## src/rtl/clzo_pkg.sv

```systemverilog
// Shared defaults, op encoding and width helper for the CLZ/CLO pipeline.
package clzo_pkg;

  localparam int CLZ_DATA_W  = 32;
  localparam int CLZ_GROUP_W = 4;

  typedef enum logic {
    OP_CLZ = 1'b0,
    OP_CLO = 1'b1
  } clzo_op_e;

  // Count field must hold 0..DATA_W inclusive, hence the extra bit.
  function automatic int cnt_width(input int data_w);
    return $clog2(data_w) + 1;
  endfunction

endpackage

```

## src/rtl/clzo_group.sv

```systemverilog
// Per-group leading-zero detector: zero flag plus count of leading zeros
// inside one GROUP_W-bit slice (MSB of the slice is position 0).
module clzo_group
  import clzo_pkg::*;
#(
  parameter int GROUP_W = CLZ_GROUP_W,
  localparam int LC_W   = $clog2(GROUP_W)
) (
  input  logic [GROUP_W-1:0] grp_bits,
  output logic               zero,
  output logic [LC_W-1:0]    lc
);

  // Priority encode from the MSB; later (higher) set bits override lower ones.
  always_comb begin
    zero = ~|grp_bits;
    lc   = '0;
    for (int i = 0; i < GROUP_W; i++) begin
      if (grp_bits[i]) lc = LC_W'(GROUP_W - 1 - i);
    end
  end

endmodule

```

## src/rtl/clzo_pipe.sv

```systemverilog
// Two-stage pipelined leading-zero / leading-one counter with valid/ready
// handshake, flush and a pass-through destination tag.
module clzo_pipe
  import clzo_pkg::*;
#(
  parameter int DATA_W  = CLZ_DATA_W,
  parameter int GROUP_W = CLZ_GROUP_W,
  parameter int TAG_W   = 5,
  localparam int CNT_W  = cnt_width(DATA_W)
) (
  input  logic              clk,
  input  logic              resetn,
  input  logic              flush,
  input  logic              in_valid,
  output logic              in_ready,
  input  logic [DATA_W-1:0] in_data,
  input  logic              in_clo,
  input  logic [TAG_W-1:0]  in_tag,
  output logic              out_valid,
  input  logic              out_ready,
  output logic [CNT_W-1:0]  out_count,
  output logic              out_full,
  output logic [TAG_W-1:0]  out_tag
);

  localparam int NG   = DATA_W / GROUP_W;
  localparam int LC_W = $clog2(GROUP_W);

  logic [DATA_W-1:0]        operand;
  logic [NG-1:0]            grp_zero;
  logic [NG-1:0][LC_W-1:0]  grp_lc;

  logic                     s1_valid_q, s1_valid_d;
  logic [NG-1:0]            s1_zero_q, s1_zero_d;
  logic [NG-1:0][LC_W-1:0]  s1_lc_q, s1_lc_d;
  logic [TAG_W-1:0]         s1_tag_q, s1_tag_d;

  logic                     s2_valid_q, s2_valid_d;
  logic [CNT_W-1:0]         s2_count_q, s2_count_d;
  logic                     s2_full_q, s2_full_d;
  logic [TAG_W-1:0]         s2_tag_q, s2_tag_d;

  logic                     s2_adv, s1_moves, accept;
  logic [CNT_W-1:0]         merge_count;
  logic                     merge_full;

  // CLO reuses the CLZ datapath on the inverted operand.
  assign operand = (in_clo == OP_CLO) ? ~in_data : in_data;

  // Group 0 is the most significant slice of the operand.
  for (genvar g = 0; g < NG; g++) begin : g_grp
    clzo_group #(.GROUP_W(GROUP_W)) u_grp (
      .grp_bits (operand[DATA_W-1-g*GROUP_W -: GROUP_W]),
      .zero     (grp_zero[g]),
      .lc       (grp_lc[g])
    );
  end

  assign s2_adv   = ~s2_valid_q | out_ready;
  assign s1_moves = s1_valid_q & s2_adv;
  assign in_ready = ~s1_valid_q | s1_moves;
  assign accept   = in_valid & in_ready & ~flush;

  // Stage-1 next state: load group results on accept, empty when moved on.
  always_comb begin
    s1_valid_d = s1_valid_q;
    s1_zero_d  = s1_zero_q;
    s1_lc_d    = s1_lc_q;
    s1_tag_d   = s1_tag_q;
    if (flush) begin
      s1_valid_d = 1'b0;
    end else if (accept) begin
      s1_valid_d = 1'b1;
      s1_zero_d  = grp_zero;
      s1_lc_d    = grp_lc;
      s1_tag_d   = in_tag;
    end else if (s1_moves) begin
      s1_valid_d = 1'b0;
    end
  end

  // Stage-2 merge: first non-zero group wins; all-zero means full count.
  always_comb begin
    merge_count = CNT_W'(DATA_W);
    merge_full  = 1'b1;
    for (int g = NG - 1; g >= 0; g--) begin
      if (!s1_zero_q[g]) begin
        merge_count = CNT_W'(g * GROUP_W) + CNT_W'(s1_lc_q[g]);
        merge_full  = 1'b0;
      end
    end
  end

  // Stage-2 next state: only changes when the consumer side can advance.
  always_comb begin
    s2_valid_d = s2_valid_q;
    s2_count_d = s2_count_q;
    s2_full_d  = s2_full_q;
    s2_tag_d   = s2_tag_q;
    if (flush) begin
      s2_valid_d = 1'b0;
    end else if (s2_adv) begin
      s2_valid_d = s1_valid_q;
      if (s1_valid_q) begin
        s2_count_d = merge_count;
        s2_full_d  = merge_full;
        s2_tag_d   = s1_tag_q;
      end
    end
  end

  // Pipeline registers with asynchronous clear.
  always_ff @(posedge clk or negedge resetn) begin
    if (!resetn) begin
      s1_valid_q <= 1'b0;
      s1_zero_q  <= '0;
      s1_lc_q    <= '0;
      s1_tag_q   <= '0;
      s2_valid_q <= 1'b0;
      s2_count_q <= '0;
      s2_full_q  <= 1'b0;
      s2_tag_q   <= '0;
    end else begin
      s1_valid_q <= s1_valid_d;
      s1_zero_q  <= s1_zero_d;
      s1_lc_q    <= s1_lc_d;
      s1_tag_q   <= s1_tag_d;
      s2_valid_q <= s2_valid_d;
      s2_count_q <= s2_count_d;
      s2_full_q  <= s2_full_d;
      s2_tag_q   <= s2_tag_d;
    end
  end

  assign out_valid = s2_valid_q;
  assign out_count = s2_count_q;
  assign out_full  = s2_full_q;
  assign out_tag   = s2_tag_q;

endmodule

```

## config.mk

```make
export PLATFORM = sky130hd
export DESIGN_NAME = clzo_pipe
export DESIGN_NICKNAME = d
export VERILOG_FILES = /design/src/rtl/clzo_pkg.sv /design/src/rtl/clzo_group.sv /design/src/rtl/clzo_pipe.sv
export SDC_FILE = /design/constraint.sdc
export NUM_CORES = 1
export LEC_CHECK = 0
export ABC_CLOCK_PERIOD_IN_PS = 2470
export BUFFER_PORTS_ARGS = -buffer_cell sky130_fd_sc_hd__buf_2
export CORE_MARGIN = 2
export CORE_UTILIZATION = 50
export DETAILED_ROUTE_END_ITERATION = 10
export PLACE_DENSITY = 0.76
export RECOVER_POWER = 50
export SKIP_CTS_REPAIR_TIMING = 1
export SLEW_MARGIN = 10
export SYNTH_ARGS = -nofsm -noshare
export SYNTH_HDL_FRONTEND = slang
export SYNTH_SLANG_ARGS = --single-unit
```

## constraint.sdc

```tcl
create_clock -name clk -period 2.47 [get_ports clk]
set_input_delay 0.494 -clock clk [delete_from_list [all_inputs] [get_ports clk]]
set_output_delay 0.494 -clock clk [all_outputs]
set_load 0.005 [all_outputs]
```

==> results.cfg <==
[run_status]
status = completed

[layout]
layout-area-overhead-vs-synth_pct = 15.9
drive_gt1_frac = 0.248
stdcell_count = 362
fin_area_sq_um = 2650
antenna_cells = 0
fill_cells = 380
nNetsFinal = 352

[synth]
netlist_top_cells_count = dfrtp_1 (42), o21ai_0 (31), nand2_1 (30), nor3_1 (26), a21oi_1 (19)
synthCells = 261
yosysWarnings = 0
netlist.area_leader.share = 0.459
synth_edf_count = 0
synth_most_common_cell = dfrtp_1
netlist_area_sq_um = 2290
synth_fp_nets = 304
synth_area_per_cell_sq_um = 8.77
ys_top_cells_by_area = dfrtp_1 (46%), o21ai_0 (6.8%), nor3_1 (5.7%)
ys.flop_type = dfrtp_1
synth_seq_area_share = 0.459
synthArstFlopShare = 1.00
ys_ff_latch = 42
yosysUniqueCellTypes = 30
yosysTopAreaCell = dfrtp_1

[power]
seqPwrFrac = 0.508
power.switching_w = 0.000414
p_per_area_nw_per_um2 = 609
cellLeakagePower_nw = 1.24
switching_share = 0.256
vdd_drop_max_v = 0.000269
p_int_w = 0.00120
power_frac_comb = 0.170
power.share.clock = 0.322

[place]
place_hpwl_microns = 3230
finalWeightedCongestion = 0.793
dpl_cell_area_sq_um = 2550
numPortBuffers = 56
dp_cells = 354
pre_cts_slack_ns = 0.645

[critical_path]
r2r_cells = 5
critPathCapture = out_count[1]
regToRegStartpoint = out_valid
r2r_end = out_count[1]
path_cells = nor2b_1 > or3b_1 > nor3b_1 > a21oi_1 > o31ai_1
critPathKind = register to register
cpPeakStageDelay_ns = 0.63
worstSetupStartpointType = register
crit_start = out_valid
cp-end-kind = register
reg2reg_slack_ns = 0.76
critPathSlowestCell = or3b_1
crit_arrival_ns = 1.91
cp_max_fo = 19
crit_required_ns = 2.66

[clocking]
cts_buffers = 5
clock_latency_ns = 0.29
cts_max_level = 2
clock-sinks = 42
cts_tree = built
root_buffer = clkbuf_8
cts.path.max_buffers = 2
clk_pin_slew_ns = 0.07

[global_route]
grt_antenna_before_repair = 0
grt_pass1_wl_microns = 7760
grt_pass1_vias = 1792
grt_max_degree = 54
grt-ovfl-total = 0
grt_use_total = 0.189

[timing]
slew_viol_final = 0
fmax_mhz = 584
slew_headroom = 0.326
finalHoldViolations = 0
rsz0062_at_grt = no
finalClockSkew_ns = 0.00559
final.setup.tns_ns = 0
hold-worst-slack_ns = 0.398
finalCritPeriodShare = 0.694
setup_ws_ns = 0.757
tightest_slew_ns = 1.01
setup_viol = 0
min_period_ns = 1.71

[floorplanning]
rows = 24
core-area_sq_um = 4380
die_area_sq_um = 5130
die_y_microns = 71.7
pin_count = 57
die_w_microns = 71.7
initial_core_util = 0.522

[min_path]
hold_path_class = input port to register

[job]
drv_cap = 0

[route]
viasPerCell = 5.45
drt_iter0_markers = 95
wl_per_cell_microns = 11.9
detail-route-antenna-nets = 0
postRouteWirelength_microns = 4320
drc_errors = 0
drt_pass1_iterations = 4
vias = 1974
-- cell usage in the layout (no fill, tap or decap), types with 3 or more instances in the layout --
cell and instances:
o41ai_1 8, nand3_1 3, nor2_1 13, nor2b_1 7
clkbuf_8 5, nor3_1 26, a31oi_1 8, buf_2 56
o21ai_0 31, nand2_1 30, o22ai_1 8, a21oi_1 19
and3_1 16, dfrtp_1 42, mux2_2 10, inv_1 10
-- layout make-up --
| type | instances | area [sq um] | share of cell area |
|---|---|---|---|
| multi-input combinational | 193 | 1100 | 0.417 |
| sequential | 42 | 1050 | 0.396 |
| timing repair buffer | 57 | 285 | 0.108 |
| clock buffer | 5 | 68.8 | 0.0259 |
| tap | 52 | 65.1 | 0.0245 |
| clock inverter | 3 | 40.0 | 0.0151 |
| inverter | 10 | 37.5 | 0.0142 |
-- worst max-delay path, delay by kind of cell (launching register included) --
| kind | cells | cell delay, ns |
|---|---|---|
| and+or+nand+nor | 3 | 1.08 |
| AOI/OAI and AO/OA | 2 | 0.16 |
| DFF | 1 | 0.38 |
-- worst min path at each step --
stage,start,cells past startpoint,endpoint,slack (ns)
floorplan,resetn,0,out_count[0],0.20
global placement,out_count[3],2,out_count[3],0.46
detailed placement,s1_lc_q[3],2,s1_lc_q[3],0.46
CTS,resetn,2,out_valid,0.28
global route,flush,2,s1_valid_q,0.38
finish,flush,2,s1_valid_q,0.40
-- flip-flops by register name, indices dropped and copies added (netlist names) --
| register | flops |
|---|---|
| out_count | 6 |
| out_tag | 5 |
| out_valid | 1 |
| s1_lc_q | 16 |
| s1_tag_q | 5 |
| s1_valid_q | 1 |
| s1_zero_q | 8 |
-- layer usage --
layer	vias to the layer above	routed length (microns)	global-route usage
met3	2	208	0.0450
met2	55	1850	0.290
li1	1046	-	-
met5	-	0	0
met1	871	2240	0.267
met4	0	24	0.0587
-- logic make-up after synthesis --
family,synth area share
AND/OR/NAND/NOR,0.230
AO/OA/AOI/OAI,0.207
flip-flops,0.459
buffers and inverters,0.0547
multiplexers,0.0492
-- power by group through the flow --
stage          clock network [W]  logic [W]  registers, W
2_1_floorplan                  0   0.000167      0.000823
3_3_place_gp                   0   0.000271      0.000832
3_5_place_dp                   0   0.000279      0.000835
4_1_cts                 0.000535   0.000280      0.000821
5_1_grt                 0.000569   0.000315      0.000832
6_report                0.000521   0.000274      0.000820
-- through the flow --
| step | total power [W] | util |
|---|---|---|
| floorplan | 0.000990 | - |
| global placement | 0.00110 | 0.582 |
| detailed placement | 0.00111 | 0.582 |
| CTS | 0.00164 | 0.607 |
| global route | 0.00172 | 0.605 |
| finish | 0.00161 | 0.605 |
Power figures use the tool's default switching activity.
